<file path="config.mk">
export PLATFORM = sky130hd
export DESIGN_NAME = pc_gen
export DESIGN_NICKNAME = d
export VERILOG_FILES = /design/src/rtl/pc_gen_pkg.sv /design/src/rtl/pc_gen.sv
export SDC_FILE = /design/constraint.sdc
export NUM_CORES = 1
export LEC_CHECK = 0
export ABC_AREA = 0
export CAP_MARGIN = 10
export CORE_MARGIN = 2
export CORE_UTILIZATION = 50
export CTS_BUF_LIST = sky130_fd_sc_hd__clkbuf_8
export DETAILED_ROUTE_END_ITERATION = 7
export PLACE_DENSITY = 0.85
export SLEW_MARGIN = 5
export SYNTH_ARGS = -nofsm -noshare
export SYNTH_HDL_FRONTEND = slang
export SYNTH_SLANG_ARGS = --single-unit
export TNS_END_PERCENT = 10
</file>
<file path="constraint.sdc">
create_clock -name clock -period 3.76 [get_ports clock]
set_input_delay 0.752 -clock clock [delete_from_list [all_inputs] [get_ports clock]]
set_output_delay 0.752 -clock clock [all_outputs]
set_load 0.05 [all_outputs]
</file>
<file path="src/rtl/pc_gen_pkg.sv">
`default_nettype none
// ============================================================================
// Module      : pc_gen_pkg
// Description : Shared types and constants for the program-counter stage.
// Revision    : 1.0 - initial release
// ============================================================================
package pc_gen_pkg;

    localparam int XLEN                            = 32;
    localparam int INSTR_BYTES                     = 4;
    localparam logic [XLEN-1:0] DEFAULT_RESET_VECTOR = 32'h0000_0000;

    typedef enum logic [1:0] {
        BOOT   = 2'd0,
        RUN    = 2'd1,
        FLUSH  = 2'd2,
        HALTED = 2'd3
    } state_t;

endpackage : pc_gen_pkg
`default_nettype wire

</file>
<file path="src/rtl/pc_gen.sv">
`default_nettype none
// ============================================================================
// Module      : pc_gen
// Description : Program-counter generator feeding fetch: sequential advance,
//               redirect with flush bubble, stall, halt and misaligned-target
//               detection. Optional issue counter enabled by PC_GEN_COUNTER_EN.
// Revision    : 1.0 - initial release
// ============================================================================
module pc_gen
    import pc_gen_pkg::*;
#(
    parameter logic [XLEN-1:0] RESET_VECTOR = DEFAULT_RESET_VECTOR,
    parameter int              FLUSH_CYCLES = 1
) (
    input  logic            clock,
    input  logic            reset,
    input  logic            enable,
    input  logic            fetch_ready,
    input  logic            stall,
    input  logic            halt,
    input  logic            redirect_valid,
    input  logic [XLEN-1:0] redirect_target,
    output logic [XLEN-1:0] pc,
    output logic            pc_valid,
`ifdef PC_GEN_COUNTER_EN
    output logic [XLEN-1:0] issue_count,
`endif
    output logic            misaligned_err
);

    localparam logic [3:0]      c_FLUSH_LAST = 4'(FLUSH_CYCLES - 1);
    localparam logic [XLEN-1:0] c_STEP       = XLEN'(INSTR_BYTES);

    state_t          r_state;
    logic [XLEN-1:0] r_pc;
    logic [3:0]      r_cnt;
    logic            r_err;

    state_t          w_state_nxt;
    logic [XLEN-1:0] w_pc_nxt;
    logic [3:0]      w_cnt_nxt;
    logic            w_err_nxt;
    logic            w_advance;
    logic [XLEN-1:0] w_tgt_aligned;
    logic            w_tgt_mis;

    always_ff @(posedge clock or posedge reset) begin
        if (reset) begin
            r_state <= BOOT;
            r_pc    <= RESET_VECTOR;
            r_cnt   <= 4'd0;
            r_err   <= 1'b0;
        end else if (enable) begin
            r_state <= w_state_nxt;
            r_pc    <= w_pc_nxt;
            r_cnt   <= w_cnt_nxt;
            r_err   <= w_err_nxt;
        end
    end

    always_comb begin
        w_state_nxt   = r_state;
        w_pc_nxt      = r_pc;
        w_cnt_nxt     = r_cnt;
        w_err_nxt     = r_err;
        w_advance     = 1'b0;
        w_tgt_aligned = {redirect_target[XLEN-1:2], 2'b00};
        w_tgt_mis     = |redirect_target[1:0];

        if (halt) begin
            // Halt wins over everything; inside HALTED it simply holds.
            w_state_nxt = HALTED;
        end else if (redirect_valid && !r_err) begin
            w_pc_nxt  = w_tgt_aligned;
            w_cnt_nxt = 4'd0;
            if (w_tgt_mis) begin
                w_err_nxt   = 1'b1;
                w_state_nxt = HALTED;
            end else begin
                w_state_nxt = FLUSH;
            end
        end else begin
            case (r_state)
                BOOT: w_state_nxt = RUN;
                RUN: begin
                    if (fetch_ready && !stall) begin
                        w_pc_nxt  = r_pc + c_STEP;
                        w_advance = 1'b1;
                    end
                end
                FLUSH: begin
                    if (r_cnt == c_FLUSH_LAST) begin
                        w_cnt_nxt   = 4'd0;
                        w_state_nxt = RUN;
                    end else begin
                        w_cnt_nxt = r_cnt + 4'd1;
                    end
                end
                default: w_state_nxt = r_state;
            endcase
        end
    end

`ifdef PC_GEN_COUNTER_EN
    logic [XLEN-1:0] r_issue_count;

    always_ff @(posedge clock or posedge reset) begin
        if (reset) begin
            r_issue_count <= '0;
        end else if (enable && w_advance) begin
            r_issue_count <= r_issue_count + 1'b1;
        end
    end

    assign issue_count = r_issue_count;
`endif

    assign pc             = r_pc;
    assign pc_valid       = (r_state == RUN);
    assign misaligned_err = r_err;

endmodule : pc_gen
`default_nettype wire

</file>
==> results of run 1 <==
-- final timing paths --
kind / from / slack (ns) / end
max reg2reg: pc[3] / 1.62 / pc[22]
min in group asynchronous: reset / 0.88 / r_cnt[0]
max in group asynchronous: reset / 2.14 / pc[27]
max: enable / 1.12 / pc[13]
min reg2reg: r_cnt[3] / 0.51 / r_cnt[3]
min: r_cnt[3] / 0.51 / r_cnt[3]
-- through the flow --
step | utilization [%] | setup WS (ns)
finish | 71.6 | 1.12
detailed placement | 68.6 | 0.859
global route | 71.6 | 1.01
global placement | 68.6 | 0.945
floorplan | - | 1.52
CTS | 71.6 | 1.15
-- kinds of logic (layout without fill, tap and decap cells) --
logic type | Yosys count | in the layout
other | 1 | 2
multiplexers | 2 | 2
buffers and inverters | 29 | 93
AO/OA/AOI/OAI | 101 | 101
adder cells (fa/ha/maj) | 3 | 3
flip-flops | 37 | 37
AND/OR/NAND/NOR | 110 | 110
-- cells in the mapped netlist (2+ instances only) --
cell | count | area [µm²]
sky130_fd_sc_hd__a2bb2oi_1 | 5 | 43.8
sky130_fd_sc_hd__and4_2 | 2 | 20.0
sky130_fd_sc_hd__a311oi_1 | 2 | 17.5
sky130_fd_sc_hd__o22ai_1 | 11 | 68.8
sky130_fd_sc_hd__nand4_1 | 10 | 62.6
sky130_fd_sc_hd__ha_1 | 3 | 37.5
sky130_fd_sc_hd__or2_2 | 2 | 12.5
sky130_fd_sc_hd__buf_6 | 2 | 22.5
sky130_fd_sc_hd__a211oi_1 | 2 | 15.0
sky130_fd_sc_hd__o211ai_1 | 2 | 15.0
sky130_fd_sc_hd__nor3_1 | 10 | 50.1
sky130_fd_sc_hd__nor2b_1 | 4 | 25.0
sky130_fd_sc_hd__mux2i_1 | 2 | 20.0
sky130_fd_sc_hd__clkbuf_1 | 14 | 52.6
sky130_fd_sc_hd__nand3_1 | 13 | 65.1
sky130_fd_sc_hd__dfrtp_1 | 37 | 926
sky130_fd_sc_hd__o21ai_0 | 27 | 135
sky130_fd_sc_hd__a31oi_1 | 3 | 18.8
sky130_fd_sc_hd__nor2_1 | 26 | 97.6
sky130_fd_sc_hd__nand2_1 | 21 | 78.8
sky130_fd_sc_hd__and3_1 | 2 | 12.5
sky130_fd_sc_hd__inv_1 | 9 | 33.8
sky130_fd_sc_hd__o21bai_1 | 2 | 15.0
sky130_fd_sc_hd__buf_4 | 2 | 15.0
sky130_fd_sc_hd__o31ai_1 | 4 | 30.0
sky130_fd_sc_hd__a32oi_1 | 2 | 17.5
sky130_fd_sc_hd__a21oi_1 | 34 | 170
sky130_fd_sc_hd__nand2b_1 | 2 | 12.5
sky130_fd_sc_hd__and4_1 | 4 | 35.0
sky130_fd_sc_hd__or3_1 | 4 | 25.0
-- critical path, delay by kind of cell --
family                 cells  cell delay, ns
AO/OA/AOI/OAI              2            0.28
buffers and inverters      2            0.91
AND/OR/NAND/NOR            2            0.91
-- layer usage --
metal	vias to the layer above	wire (µm)	GRT usage [%]
met5	-	0	0
met4	0	35	6.38
met3	4	675	5.14
met2	146	3170	42.3
met1	1176	2930	37.4
li1	1184	-	-
-- placed cells by master (no fill, tap or decap), types with 2 or more instances in the layout --
| master | instances |
|---|---|
| sky130_fd_sc_hd__clkdlybuf4s50_1 | 70 |
| sky130_fd_sc_hd__dfrtp_1 | 37 |
| sky130_fd_sc_hd__a21oi_1 | 34 |
| sky130_fd_sc_hd__o21ai_0 | 26 |
| sky130_fd_sc_hd__nor2_1 | 25 |
| sky130_fd_sc_hd__nand2_1 | 21 |
| sky130_fd_sc_hd__nand3_1 | 13 |
| sky130_fd_sc_hd__o22ai_1 | 11 |
| sky130_fd_sc_hd__nand4_1 | 10 |
| sky130_fd_sc_hd__nor3_1 | 10 |
| sky130_fd_sc_hd__inv_1 | 9 |
| sky130_fd_sc_hd__buf_4 | 6 |
| sky130_fd_sc_hd__a2bb2oi_1 | 5 |
| sky130_fd_sc_hd__clkbuf_8 | 5 |
| sky130_fd_sc_hd__nor2b_1 | 4 |
| sky130_fd_sc_hd__and4_1 | 4 |
| sky130_fd_sc_hd__o31ai_1 | 4 |
| sky130_fd_sc_hd__or3_1 | 4 |
| sky130_fd_sc_hd__a31oi_1 | 3 |
| sky130_fd_sc_hd__ha_1 | 3 |
| sky130_fd_sc_hd__nand2b_1 | 2 |
| sky130_fd_sc_hd__and4_2 | 2 |
| sky130_fd_sc_hd__and3_1 | 2 |
| sky130_fd_sc_hd__or2_2 | 2 |
| sky130_fd_sc_hd__a311oi_1 | 2 |
| sky130_fd_sc_hd__a211oi_1 | 2 |
| sky130_fd_sc_hd__o21bai_1 | 2 |
| sky130_fd_sc_hd__mux2i_1 | 2 |
| sky130_fd_sc_hd__a32oi_1 | 2 |
| sky130_fd_sc_hd__o211ai_1 | 2 |
| sky130_fd_sc_hd__conb_1 | 2 |
| sky130_fd_sc_hd__bufinv_16 | 2 |
-- power breakdown --
group / leakage [nW] / total [mW] / internal [mW] / switching, mW
registers: 0.449 / 0.588 / 0.472 / 0.116
logic: 0.708 / 0.623 / 0.226 / 0.397
clock network: 0.0681 / 0.417 / 0.264 / 0.153
total: 1.22 / 1.63 / 0.962 / 0.666
-- flip-flops by register name, indices dropped and copies added (netlist names) --
signal,count
pc,30
r_cnt,4
misaligned_err,1
r_state,2
-- layout make-up --
cell class | count | area (µm²)
tap | 52 | 65.1
fill | 368 | 1260
timing repair buffer | 76 | 746
sequential | 37 | 926
inverter | 9 | 33.8
clock buffer | 5 | 68.8
multi-input combinational | 218 | 1280
clock inverter | 3 | 65.1
==> out/metrics.cfg, run 1 <==
[sta]
max_slew_margin_pct=40.3
sum_of_negative_setup_slack_ns=0
timing.hold.ws_ns=0.510
worst_pin_slew_ns=0.895
rsz0062_at_grt=no
post-route-min-period_ns=2.64
final.period_utilization_pct=70.3
maxSlewViolCount=0
finalClockSkew_ns=0.00352
clock.fmax_ghz=0.378
finish_stage_setup_viols=0
report.final.hold_viol_count=0

[clocking]
post_cts_buffers=0
htreeDepth=2
clk_pin_slew_worst_paths_ns=0.08
number_of_gates_given_a_new_drive_strength_after_cts=0
tritoncts_num_sinks=37
postCtsHoldBufs=0
root_buffer=sky130_fd_sc_hd__clkbuf_8
worst_skew_pair.late_latency_ns=0.29
buffer_levels_on_the_longest_clock_path=2
tritoncts=built
cts-buffers-inserted=5

[power_and_ir_drop]
report.power.total_mw=1.63
power_per_cell_area_mw_per_mm2=511
static-leakage-power_nw=1.22
ir_worst_vdd_v=0.000298

[synthesis]
postSynthAreaPerCell_um2=8.28
post_synth_xor_xnor_area_pct=0
post_synth_instance_area_mm2=0.00234
postSynth.topFlopCell=sky130_fd_sc_hd__dfrtp_1
synth-edff-count=0
synth-compound-area-share_pct=26.2
synth_seq_area_share_pct=39.5
synth.yosys.warnings=0
synth_seq_cells=37
fraction_of_the_mapped_netlist_area_in_simple_logic_gates_pct=25.6
post_synth_mux_area_share_pct=0.855
yosysUniqueCellTypes=50
synth_top_family_by_area=compound AO/OA/AOI/OAI gates
syn-instance-count=283
ys_async_sr_fraction_pct=100
synth_adder_area_share_pct=1.60

[routing]
drtPass1Iterations=5
wl_per_cell_um=17.0
final_antenna_net_count=0
routed-via-count=2510
viasPerCell=6.28
drt-initial-drc-count=249
drt-total-wl_um=6810
post-route-drc-count=0

[grt]
grt_pass1_vias=2289
antenna_found_initial=0
grt.total_usage_pct=26.5
grt-ovfl-total=0
grt_first_pass_wirelength_um=11000
grt_max_degree=32

[floorplanning]
horiz_die_dim_um=72.4
dieHeight_um=72.4
boundaryPins=73
rows=24
core-area_mm2=0.00444
starting_density_of_the_core_pct=52.7
fp.dieArea_mm2=0.00525

[worst_setup_path]
cp_max_fo=23
crit_path_top_delay_cell=sky130_fd_sc_hd__clkdlybuf4s50_1
arr_time_crit_path_ns=2.86
cp-end-kind=flop
worstSetupPathType=input port to flop
worst_setup_path_start_kind=input port
max_stage_delay_ns=0.55
path_cells=clkdlybuf4s50_1 -> or2b_2 -> nor2_2 -> buf_4 -> a21oi_1 -> a21oi_1
rr_worst_depth=6
cp_data_required_time_ns=3.97
cp_common_cell=sky130_fd_sc_hd__a21oi_1

[place]
port-buffer-count=70
globalplace.congestion=0.939
post_dp_cell_area_mm2=0.00305
placedCellCount=392
dp.final_hpwl_um=4890

[final_layout]
antenna-diode-count=0
area_growth_pct=36.0
final_cell_area_mm2=0.00318
num-nets-final=389
stdcell_count=400
drive_gt1_share_pct=7.47

[run_status]
run_status=finished, final reports clean

[min_path]
worstHoldPathCells=1
holdCritPathClass=flop to flop

[job]
max_cap_violations=0

Power figures use the tool's default switching activity.
==> run 2, diff against run 1 <==
Settings changed: CORE_UTILIZATION 50 to 48, PLACE_DENSITY 0.85 to 0.82.
Clock period 3.76 ns to 2.6 ns, I/O delays scaled along.
==> out/metrics.cfg, run 2 (synthesized netlist as in run 1, its figures left out) <==
[run_status]
run_status=finished, final reports clean

[sta]
rsz0062_at_grt=no
sum_of_negative_setup_slack_ns=0  ; unchanged
timing.hold.ws_ns=0.493  ; -0.0168 ns
worst_slack_ns=0.386  ; -0.730 ns
finish_stage_setup_viols=0  ; unchanged
clock.fmax_ghz=0.452
maxSlewViolCount=0  ; unchanged
post-route-min-period_ns=2.21
final.period_utilization_pct=85.1
finalClockSkew_ns=0.00555  ; +0.00203 ns
worst_pin_slew_ns=0.526  ; -0.369 ns
report.final.hold_viol_count=0  ; unchanged
max_slew_margin_pct=64.8  ; +25 points

[routing]
post-route-drc-count=0  ; unchanged
viasPerCell=6.06  ; -3.4%
drtPass1Iterations=5  ; unchanged
drt-initial-drc-count=351  ; +41%
wl_per_cell_um=16.4  ; -3.9%
drt-total-wl_um=6820  ; +0.24%
final_antenna_net_count=0  ; unchanged
routed-via-count=2527  ; +0.68%

[worst_setup_path]
worstSetupPathType=flop to primary output
max_stage_delay_ns=0.81  ; +0.26 ns
path_cells=inv_1 -> nor2_1 -> clkdlybuf4s50_1
crit_path_top_delay_cell=sky130_fd_sc_hd__clkdlybuf4s50_1
cp.buffers_inverters=2  ; unchanged
worst_setup_path_start_kind=flop
rr_worst_depth=6  ; unchanged
cp-end-kind=primary output
regToRegEndpoint=pc[28]
rrSetupSlack_ns=0.49  ; -1.13 ns
arr_time_crit_path_ns=1.69  ; -1.17 ns
cp_max_fo=4  ; -83%
family_of_cells_with_the_greatest_summed_delay_on_the_critical_path=buffers and inverters
worstReg2RegStart=pc[2]
cp_data_required_time_ns=2.08  ; -1.89 ns

[clocking]
htreeDepth=2  ; unchanged
post_cts_buffers=0  ; unchanged
tritoncts=built
postCtsHoldBufs=0  ; unchanged
clk_pin_slew_worst_paths_ns=0.07  ; about the same
tritoncts_num_sinks=37  ; unchanged
root_buffer=sky130_fd_sc_hd__clkbuf_8
cts-buffers-inserted=5  ; unchanged
worst_skew_pair.late_latency_ns=0.29  ; about the same
buffer_levels_on_the_longest_clock_path=2  ; unchanged
number_of_gates_given_a_new_drive_strength_after_cts=0  ; unchanged

[final_layout]
final_core_utilization_pct=68.1  ; -3.6 points
final_cell_area_mm2=0.00322  ; +0.98%
largest_register_ff_count=30  ; unchanged
final_cell_mix=70 x sky130_fd_sc_hd__clkdlybuf4s50_1, 37 x sky130_fd_sc_hd__dfrtp_1, 34 x sky130_fd_sc_hd__a21oi_1
antenna-diode-count=0  ; unchanged
drive_gt1_share_pct=8.00  ; +0.53 points
most_common_cell_after_layout_fill_and_taps_aside=sky130_fd_sc_hd__clkdlybuf4s50_1
area_growth_pct=37.3
num-nets-final=391  ; +0.51%

[place]
dp.final_hpwl_um=4890  ; about the same
post_dp_cell_area_mm2=0.00310  ; +1.6%
port-buffer-count=70  ; unchanged
globalplace.congestion=0.889  ; -5.3%
dp_slack_ns=0.201  ; -0.658 ns

[job]
max_cap_violations=0  ; unchanged

[power_and_ir_drop]
power_per_cell_area_mw_per_mm2=707  ; +38%
ir_worst_vdd_v=0.000551  ; +85%
static-leakage-power_nw=1.23  ; +0.51%

[min_path]
holdCritStartpoint=r_cnt[3]
holdCritPathClass=flop to flop
hold-path-endpoint=r_cnt[3]
worstHoldPathCells=1  ; unchanged

[grt]
grt-ovfl-total=0  ; unchanged
grt_first_pass_wirelength_um=11000  ; +0.25%
grt_max_degree=38  ; +19%
grt_pass1_vias=2426  ; +6.0%
grt.total_usage_pct=25.9  ; -0.59 points
antenna_found_initial=0  ; unchanged

[floorplanning]
starting_density_of_the_core_pct=49.6  ; -3.1 points
horiz_die_dim_um=73.9  ; +1.9%
boundaryPins=73  ; unchanged
rows=25  ; +4.2%
dieHeight_um=73.9  ; +1.9%
core-area_mm2=0.00472  ; +6.3%
fp.dieArea_mm2=0.00545  ; +3.9%

==> run 2: worst max-delay path by stage <==
stage | from | endpoint | slack, ns | depth (start not counted)
6_report | r_state[0] | pc_valid | 0.39 | 3
2_1_floorplan | pc[2] | pc[24] | 0.36 | 8
5_1_grt | r_state[0] | pc_valid | 0.32 | 3
3_5_place_dp | stall | pc[29] | 0.20 | 7
4_1_cts | r_state[0] | pc_valid | 0.37 | 3
3_3_place_gp | redirect_valid | pc[23] | 0.30 | 6
==> run 2: layout make-up <==
cell class                      count  area (µm²)
Tap cell                           67        83.8
Clock inverter                      2        33.8
Multi-Input combinational cell    218        1280
Clock buffer                        6        82.6
Fill cell                         389        1510
Inverter                            9        33.8
Sequential cell                    37         926
Timing Repair Buffer               78         773
==> run 2: layer usage <==
layer,vias to the layer above,global-route usage [%],routed length (µm)
li1,1187,-,-
met1,1161,34.1,2820
met2,167,41.3,3170
met3,12,6.17,728
met4,0,9.70,112
met5,-,0,0
==> run 2: power by group <==
group	total (mW)	internal (mW)	switching, mW
Combinational	0.896	0.327	0.569
Clock	0.523	0.309	0.214
Sequential	0.854	0.683	0.171
==> run 2: stage by stage <==
stage	power [mW]	cells
final	2.27	417
after global routing	2.37	417
after CTS	2.28	417
after detailed placement	1.75	409
after global placement	1.74	409
after floorplan	1.40	284
